### src/rtl/tt_um_hoene_pkg.sv
// Shared types and default timing constants for the pulse decoder.
package tt_um_hoene_pkg;

   typedef enum logic [1:0] {
      ST_SYNC = 2'd0,
      ST_IDLE = 2'd1,
      ST_HIGH = 2'd2,
      ST_LOW  = 2'd3
   } state_e;

   localparam int WORD_BITS_DEF  = 24;
   localparam int CNT_W_DEF      = 8;
   localparam int T_THRESH_DEF   = 8;
   localparam int T_MAX_HIGH_DEF = 32;
   localparam int T_RESET_DEF    = 64;

endpackage

### src/rtl/tt_um_hoene_sat_counter.sv
// Saturating up-counter with synchronous clear; clear together with inc loads 1.
module tt_um_hoene_sat_counter #(
   parameter int CNT_W = 8
) (
   input  logic             clk,
   input  logic             rst_n,
   input  logic             clr,
   input  logic             inc,
   output logic [CNT_W-1:0] value
);

   logic [CNT_W-1:0] value_q, value_d;

   // next count: clear has priority, increment stops at all-ones
   always_comb begin
      value_d = value_q;
      if (clr) begin
         value_d = inc ? CNT_W'(1) : '0;
      end else if (inc && (value_q != '1)) begin
         value_d = value_q + 1'b1;
      end
   end

   // count register
   always_ff @(posedge clk) begin
      if (!rst_n) value_q <= '0;
      else        value_q <= value_d;
   end

   assign value = value_q;

endmodule

### src/rtl/tt_um_hoene_pulse_decoder.sv
// Pulse-width bit decoder: serial line -> WORD_BITS words (MSB first) on valid/ready.
//
// state | meaning
// SYNC  | waiting for a T_RESET low gap before trusting the line
// IDLE  | synchronised, waiting for the first high of a bit
// HIGH  | measuring high time of the current bit
// LOW   | bit shifted in, measuring low time (next bit or frame gap)
module tt_um_hoene_pulse_decoder
   import tt_um_hoene_pkg::*;
#(
   parameter int WORD_BITS  = WORD_BITS_DEF,
   parameter int CNT_W      = CNT_W_DEF,
   parameter int T_THRESH   = T_THRESH_DEF,
   parameter int T_MAX_HIGH = T_MAX_HIGH_DEF,
   parameter int T_RESET    = T_RESET_DEF
) (
   input  logic                 clk,
   input  logic                 rst_n,
   input  logic                 din,
   input  logic                 src_sel,
   output logic [WORD_BITS-1:0] word_data,
   output logic                 word_valid,
   input  logic                 word_ready,
   output logic                 frame_end,
   output logic                 err_pulse,
   output logic                 err_partial,
   output logic                 overflow
);

   localparam int BC_W = $clog2(WORD_BITS + 1);
   localparam logic [CNT_W-1:0] H_THRESH = CNT_W'(T_THRESH);
   localparam logic [CNT_W-1:0] H_MAX_M1 = CNT_W'(T_MAX_HIGH - 1);
   localparam logic [CNT_W-1:0] L_RST_M1 = CNT_W'(T_RESET - 1);
   localparam logic [BC_W-1:0]  BC_LAST  = BC_W'(WORD_BITS - 1);

   state_e               state_q, state_d;
   logic                 src_q, src_d;
   logic [BC_W-1:0]      bit_cnt_q, bit_cnt_d;
   logic [WORD_BITS-1:0] shreg_q, shreg_d;
   logic [WORD_BITS-1:0] word_data_q, word_data_d;
   logic                 word_valid_q, word_valid_d;
   logic                 frame_end_q, frame_end_d;
   logic                 err_pulse_q, err_pulse_d;
   logic                 err_partial_q, err_partial_d;
   logic                 overflow_q, overflow_d;

   logic [CNT_W-1:0]     hcnt, lcnt;
   logic                 hcnt_clr, hcnt_inc, lcnt_clr, lcnt_inc;
   logic                 new_bit, word_offer;
   logic [WORD_BITS-1:0] shifted;

   tt_um_hoene_sat_counter #(.CNT_W(CNT_W)) u_hcnt (
      .clk(clk), .rst_n(rst_n), .clr(hcnt_clr), .inc(hcnt_inc), .value(hcnt)
   );

   tt_um_hoene_sat_counter #(.CNT_W(CNT_W)) u_lcnt (
      .clk(clk), .rst_n(rst_n), .clr(lcnt_clr), .inc(lcnt_inc), .value(lcnt)
   );

   assign new_bit = (hcnt >= H_THRESH);
   assign shifted = {shreg_q[WORD_BITS-2:0], new_bit};

   // bit decoding, gap detection, resync and output-register handshake
   always_comb begin
      state_d       = state_q;
      src_d         = src_q;
      bit_cnt_d     = bit_cnt_q;
      shreg_d       = shreg_q;
      word_data_d   = word_data_q;
      word_valid_d  = word_valid_q;
      frame_end_d   = 1'b0;
      err_pulse_d   = 1'b0;
      err_partial_d = 1'b0;
      overflow_d    = 1'b0;
      hcnt_clr      = 1'b0;
      hcnt_inc      = 1'b0;
      lcnt_clr      = 1'b0;
      lcnt_inc      = 1'b0;
      word_offer    = 1'b0;

      if (src_sel != src_q) begin
         // source switched: whatever was half-received belongs to the old source
         src_d         = src_sel;
         state_d       = ST_SYNC;
         bit_cnt_d     = '0;
         shreg_d       = '0;
         hcnt_clr      = 1'b1;
         lcnt_clr      = 1'b1;
         err_partial_d = (bit_cnt_q != '0);
      end else begin
         case (state_q)
            ST_SYNC: begin
               if (din) begin
                  lcnt_clr = 1'b1;
               end else begin
                  lcnt_inc = 1'b1;
                  if (lcnt >= L_RST_M1) state_d = ST_IDLE;
               end
            end
            ST_IDLE: begin
               if (din) begin
                  hcnt_clr = 1'b1;
                  hcnt_inc = 1'b1;
                  state_d  = ST_HIGH;
               end
            end
            ST_HIGH: begin
               if (din) begin
                  hcnt_inc = 1'b1;
                  if (hcnt >= H_MAX_M1) begin
                     err_pulse_d = 1'b1;
                     bit_cnt_d   = '0;
                     shreg_d     = '0;
                     lcnt_clr    = 1'b1;
                     state_d     = ST_SYNC;
                  end
               end else begin
                  lcnt_clr = 1'b1;
                  lcnt_inc = 1'b1;
                  state_d  = ST_LOW;
                  if (bit_cnt_q == BC_LAST) begin
                     word_offer = 1'b1;
                     bit_cnt_d  = '0;
                     shreg_d    = '0;
                  end else begin
                     bit_cnt_d = bit_cnt_q + 1'b1;
                     shreg_d   = shifted;
                  end
               end
            end
            ST_LOW: begin
               if (din) begin
                  hcnt_clr = 1'b1;
                  hcnt_inc = 1'b1;
                  state_d  = ST_HIGH;
               end else begin
                  lcnt_inc = 1'b1;
                  if (lcnt >= L_RST_M1) begin
                     frame_end_d   = 1'b1;
                     err_partial_d = (bit_cnt_q != '0);
                     bit_cnt_d     = '0;
                     shreg_d       = '0;
                     state_d       = ST_IDLE;
                  end
               end
            end
            default: state_d = ST_SYNC;
         endcase
      end

      // a word only enters the output register if the slot is free or emptying now
      if (word_offer) begin
         if (!word_valid_q || word_ready) begin
            word_data_d  = shifted;
            word_valid_d = 1'b1;
         end else begin
            overflow_d = 1'b1;
         end
      end else if (word_valid_q && word_ready) begin
         word_valid_d = 1'b0;
      end
   end

   // state and registered outputs
   always_ff @(posedge clk) begin
      if (!rst_n) begin
         state_q       <= ST_SYNC;
         src_q         <= src_sel;
         bit_cnt_q     <= '0;
         shreg_q       <= '0;
         word_data_q   <= '0;
         word_valid_q  <= 1'b0;
         frame_end_q   <= 1'b0;
         err_pulse_q   <= 1'b0;
         err_partial_q <= 1'b0;
         overflow_q    <= 1'b0;
      end else begin
         state_q       <= state_d;
         src_q         <= src_d;
         bit_cnt_q     <= bit_cnt_d;
         shreg_q       <= shreg_d;
         word_data_q   <= word_data_d;
         word_valid_q  <= word_valid_d;
         frame_end_q   <= frame_end_d;
         err_pulse_q   <= err_pulse_d;
         err_partial_q <= err_partial_d;
         overflow_q    <= overflow_d;
      end
   end

   assign word_data   = word_data_q;
   assign word_valid  = word_valid_q;
   assign frame_end   = frame_end_q;
   assign err_pulse   = err_pulse_q;
   assign err_partial = err_partial_q;
   assign overflow    = overflow_q;

endmodule

### config.mk
export PLATFORM = sky130hd
export DESIGN_NAME = tt_um_hoene_pulse_decoder
export DESIGN_NICKNAME = d
export VERILOG_FILES = /design/src/rtl/tt_um_hoene_pkg.sv /design/src/rtl/tt_um_hoene_sat_counter.sv /design/src/rtl/tt_um_hoene_pulse_decoder.sv
export SDC_FILE = /design/constraint.sdc
export NUM_CORES = 1
export LEC_CHECK = 0
export ABC_AREA = 1
export CAP_MARGIN = 25
export CORE_MARGIN = 4
export CORE_UTILIZATION = 51
export CTS_BUF_LIST = sky130_fd_sc_hd__clkbuf_4 sky130_fd_sc_hd__clkbuf_8 sky130_fd_sc_hd__clkbuf_16
export DETAILED_ROUTE_END_ITERATION = 8
export GPL_ROUTABILITY_DRIVEN = 1
export PLACE_DENSITY_LB_ADDON = 0.3
export SLEW_MARGIN = 10
export SYNTH_ARGS = -nofsm -noshare
export SYNTH_HDL_FRONTEND = slang
export SYNTH_SLANG_ARGS = --single-unit
### constraint.sdc
create_clock -name clk -period 1.62 [get_ports clk]
set_clock_uncertainty 0.05 [all_clocks]
set_input_delay 0.486 -clock clk [delete_from_list [all_inputs] [get_ports clk]]
set_output_delay 0.486 -clock clk [all_outputs]
set_load 0.05 [all_outputs]
**Yosys cells after proc, flatten, opt, wreduce, memory -nomap -nowiden**

Index checks and enable logic that the tools add are counted.
Widths: inputs -> output; s select.

- Muxes and demuxes: 52
- Add/sub/neg operators: 3
- Reductions and logical operators: 22
- $mul: 0
- Div/mod/pow operators: 0
- Magnitude comparators: 3
- Shift operators: 0
- Bitwise operators: 4
- Equality and inequality tests: 14

Operators by type and width:

| operator | count |
|---|---|
| $mux 23 | 5 |
| $pmux 23 s2 | 1 |
| $mux 8 | 4 |
| $mux 1 | 28 |
| $mux 5 | 5 |
| $add 8x1->8 const B | 2 |
| $ne 8x8->1 const B | 2 |
| $mux 2 | 6 |
| $pmux 5 s2 | 1 |
| $ge 8x4->1 const B | 1 |
| $ge 8x5->1 const B | 1 |
| $ge 8x6->1 const B | 1 |
| $ne 2x2->1 const B | 4 |
| $pmux 2 s4 | 1 |
| $reduce_bool 2->1 | 4 |
| $reduce_or 4->1 | 2 |
| $reduce_and 2->1 | 3 |
| $reduce_or 3->1 | 2 |
| $add 5x1->5 const B | 1 |
| $eq 5x5->1 const B | 1 |
| $reduce_bool 5->1 | 1 |
| $eq 2x2->1 const B | 2 |
| $ne 2x1->1 const B | 2 |
| $not 1->1 | 4 |
| other kinds (11) | 14 |

- Word-level logic and storage cells: 110
- Latch bits: 0
- Bits in writable memories: 0
- Input port bits: 5
- Memories: 0
- Bits in registers: 76
- ROM bits: 0

**Logic depth before layout (Yosys ltp)**

- Depth after elaboration: 7
- Gate-level depth with buffers: 12
- Gate-level depth less buffers: 10

**Cells and area by module**

From an unflattened synthesis, not the netlist that was laid out.

- Cells, all modules: 548
- Area, all modules: 3742.3 µm²

By module, submodules not included:

| module | area each (µm²) | cells an instance | seq. area each (µm²) | instances |
|---|---|---|---|---|
| tt_um_hoene_pulse_decoder | 2758.9 | 398 | 1211.2 | 1 |
| tt_um_hoene_sat_counter | 491.7 | 75 | 160.2 | 2 |

**Worst setup path before layout**

OpenSTA, ideal clock, no wires.

- Path kind: input to register
- From: input port din
- To: register word_data_q[10] (netlist: word_data[10])
- Path slack: 23 ps
- Data required time: 1438 ps
- Stages on the path: 6
- Arrival: 1415 ps
- Buffers on the path: 2
- Library setup time: 132 ps
- Path through: buf_2 > nor3_4 > nand3_4 > buf_6 > nand2_1 > a21oi_1

- Longest elaborated chain between the ends: 4

Ends and longest elaborated chain:

| element | line | source |
|---|---|---|
| start: declaration | tt_um_hoene_pulse_decoder.sv:19 | `input logic din,` |
| $mux 1 | tt_um_hoene_pulse_decoder.sv:108 | `if (din) begin` |
| $mux 1 | tt_um_hoene_pulse_decoder.sv:91 | `case (state_q)` |
| $mux 1 | tt_um_hoene_pulse_decoder.sv:81 | `if (src_sel != src_q) begin` |
| $reduce_and 2->1 (no source line) | - |  |
| end signal: assignment | tt_um_hoene_pulse_decoder.sv:182 | `word_data_q <= word_data_d;` |
| end: declaration | tt_um_hoene_pulse_decoder.sv:40 | `logic [WORD_BITS-1:0] word_data_q, word_data_d;` |

Every way passes these cells.
A chain may end at the register's enable or synchronous reset.

**Final worst setup path**

- From: register u_hcnt.value_q[0] (netlist: u_hcnt.value[0])
- To: register shreg_q[13]

- Longest elaborated chain between the ends: 3

Ends and longest elaborated chain:

| element | line | source |
|---|---|---|
| start: declaration | tt_um_hoene_sat_counter.sv:12 | `logic [CNT_W-1:0] value_q, value_d;` |
| start signal: assignment | tt_um_hoene_sat_counter.sv:27 | `else value_q <= value_d;` |
| $ge 8x5->1 | tt_um_hoene_pulse_decoder.sv:110 | `if (hcnt >= H_MAX_M1) begin` |
| $ne 3x3->1 (no source line) | - |  |
| $reduce_and 4->1 (no source line) | - |  |
| end signal: assignment | tt_um_hoene_pulse_decoder.sv:181 | `shreg_q <= shreg_d;` |
| end: declaration | tt_um_hoene_pulse_decoder.sv:39 | `logic [WORD_BITS-1:0] shreg_q, shreg_d;` |

Every way passes these cells.

==> results by group <==
Floorplan
  • Chip height: 92.6 um
  • Row cnt: 30
  • IO Pins: 34
  • DIE AREA: 8570 um2
  • Initial core utilization: 53.1%
  • Die X: 92.6 um
  • Core footprint: 6870 um2

Power and ir drop
  • NetSw: 808 uW
  • Clock share of power: 40.8%
  • Leakage: 0.00203 uW
  • Sequential Power Share: 53.8%
  • Sw Ratio: 23.1%
  • Max IR drop VDD: 0.000575 V
  • Pwr Density: 695 nW/um2
  • Comb power frac: 5.4%
  • Internal power: 2690 uW

Detailed routing
  • Drt pass-1 iters: 5
  • Via count: 3494
  • DRC viols: 0
  • DR iter-0 viols: 172
  • Vias/cell: 5.19
  • Final WL: 8750 um
  • Post-route ant nets: 0
  • Wire per inst: 13.0 um

GRT
  • Congestion Overflow GR: 0
  • Antenna violations before repair: 0
  • Vias in the first global route: 3286
  • Tot GR Track Use: 20.6%
  • Largest net degree at the start of global routing: 28
  • First-pass GRT wire length: 14400 um

STA
  • Fin crit share: 98.3%
  • Final Slew Violations: 0
  • Final hold slack: 0.445 ns
  • Final hold vios: 0
  • Final setup violation count: 0
  • RSZ-0062 raised after global routing: yes
  • Fin crit period: 1.59 ns
  • Relative slew slack: 74.4%
  • Max Clk Rate: 628 MHz
  • Setup TNS: 0 ns
  • Tightest Pin Transition: 0.382 ns

Worst hold path
  • Hold EP: word_data[7]
  • HP Class: flip-flop to flip-flop
  • Hold Path Cell Cnt: 2
  • Hold_sp: word_data[7]

Setup path
  • Worst Path Arrival: 1.78 ns
  • Crit. End Element: flip-flop
  • Critical Path Source: u_hcnt.value[0]
  • Critical path class: flip-flop to flip-flop
  • Reg2reg end: shreg_q[13]
  • CP Max Fanout: 6
  • Startpoint Class: flip-flop
  • Reg2reg path depth: 10
  • Crit path required time: 1.81 ns
  • Reg-to-Reg Start: u_hcnt.value[0]
  • Internal reg-to-reg setup slack: 0.03 ns

Placement
  • GP Congestion: 0.863
  • DP Cell Count: 657
  • IO Port Bufs: 33
  • Post-DP HPWL: 6020 um
  • Dpl cell area: 4700 um2

Clock tree
  • Root Buffer: clkbuf_8
  • CTS tree: built
  • Clock buffer depth: 2
  • Worst skew pair latency: 0.35 ns
  • # H-tree levels: 3
  • CTS sink cnt: 76
  • Total CTS buffers: 9
  • Worst-path clk slew: 0.07 ns
  • CTS Hold Buffers Added: 0

Logic synthesis
  • Fraction of registers with async set/reset: 0%
  • Top cells by count, synth: nand2_1 (87), nor2_1 (87), dfxtp_1 (75)
  • Unique masters post-synth: 34
  • Mean Syn Cell Area: 7.25 um2
  • Netlist Area Pre-Place: 3650 um2
  • Syn. warnings: 0
  • Syn_nets: 513
  • Largest cells by area after synthesis: dfxtp_1 (41%), nand2_1 (9.0%), nor2_1 (9.0%), a21oi_1 (5.4%), inv_1 (5.1%)
  • EDFF count, synth: 1
  • Share of the synthesized area in the top cell type: 41.2%
  • Mapped Cells: 503
  • Post-synthesis sequential area ratio: 42.0%
  • Synth area leader: dfxtp_1
  • Dominant synthesized flop cell: dfxtp_1
  • Synthesized flop and latch total: 76

Layout
  • Non-Filler Instances: 673
  • Final Core Density: 73.3%
  • ANT cells: 0
  • Layout area overhead: 38.0%
  • Share of cells above drive strength 1: 28.2%
  • Layout Nets: 584
  • Design area: 5030 um2

Run status
  • Outcome: finished, final reports clean

Job
  • Max-cap violations: 0
-- placed cells by master, fill, tap and decap left out, types with 3 or more instances in the layout --
cell / count
nand2_1: 81
nor2_1: 79
dfxtp_1: 72
inv_1: 49
a21oi_1: 39
buf_12: 39
buf_4: 33
nor2_2: 27
nand4_1: 27
o21ai_1: 16
nand3_1: 15
o21ai_0: 14
inv_2: 11
clkbuf_8: 10
nand2_2: 8
nand2_4: 5
nor2_4: 4
nor3_1: 4
buf_6: 4
nand3_4: 3
o21ai_2: 3
dfxtp_2: 3
-- critical path, cell delays in order (launching register included) --
cell     delay [ns]
dfxtp_1        0.33
ha_2           0.19
nand2_2        0.08
inv_2          0.06
nand2_4        0.08
nand3_2        0.10
nand2_4        0.11
nand2_8        0.08
buf_4          0.17
o21ai_0        0.18
nor2_1         0.06
-- power groups by stage --
stage | registers [uW] | logic [uW] | clock network [uW]
after floorplan | 1920 | 88.3 | 0
after global placement | 1920 | 166 | 0
after detailed placement | 1930 | 169 | 0
after CTS | 1880 | 174 | 1460
after global routing | 1880 | 204 | 1520
final | 1880 | 188 | 1430
-- sequential cells by signal, indices dropped and copies added (netlist names) --
| register | count |
|---|---|
| frame_end | 1 |
| u_hcnt.value | 8 |
| bit_cnt_q | 5 |
| state_q | 2 |
| word_data | 24 |
| err_partial | 1 |
| u_lcnt.value | 8 |
| overflow | 1 |
| err_pulse | 1 |
| shreg_q | 23 |
| src_q | 1 |
| word_valid | 1 |
-- how the worst max path moves through the flow --
stage	to	cells past startpoint
finish	shreg_q[13]	10
CTS	shreg_q[16]	10
floorplan	word_data[10]	6
global route	shreg_q[13]	10
global placement	u_hcnt.value[1]	8
detailed placement	u_lcnt.value[4]	10
-- area by class of cell --
cell class | instances | area [um2]
Inverter | 62 | 240
Multi-Input combinational cell | 344 | 1830
Fill cell | 492 | 1840
Clock buffer | 10 | 138
Clock inverter | 4 | 51.3
Sequential cell | 76 | 1540
Tap cell | 96 | 120
Timing Repair Buffer | 81 | 1120
-- kinds of logic (layout without fill, tap and decap cells) --
family	count (synthesis)	in the layout	synth area share (%)
simple gates	259	259	33.7
buf+inv	83	157	10.9
compound gates	76	76	10.7
flops	76	76	42.0
fa+ha+maj	5	5	1.72
xor+xnor	4	4	0.961
-- repair_timing --
item                                    CTS  global route
pin swaps                                 1             3
hold endpoints to repair                  0             0
endpoints found under the setup margin   59            63
resized for setup                        20            29
setup buffers                             0             1
cloned                                    1             0
-- layer usage --
layer / track usage (%) / routed length, um / up-vias
li1: - / - / 1759
met1: 25.4 / 3910 / 1616
met2: 34.6 / 4250 / 98
met3: 5.52 / 416 / 21
met4: 7.30 / 166 / 0
met5: 0 / 0 / -
-- stage by stage --
stage | setup WS [ns] | power (uW)
6_report | 0.0282 | 3500
5_1_grt | -0.0421 | 3610
4_1_cts | 0.00156 | 3510
3_5_place_dp | -0.505 | 2090
3_3_place_gp | -0.426 | 2090
2_1_floorplan | 0.0226 | 2010
Power figures use the tool's default switching activity.
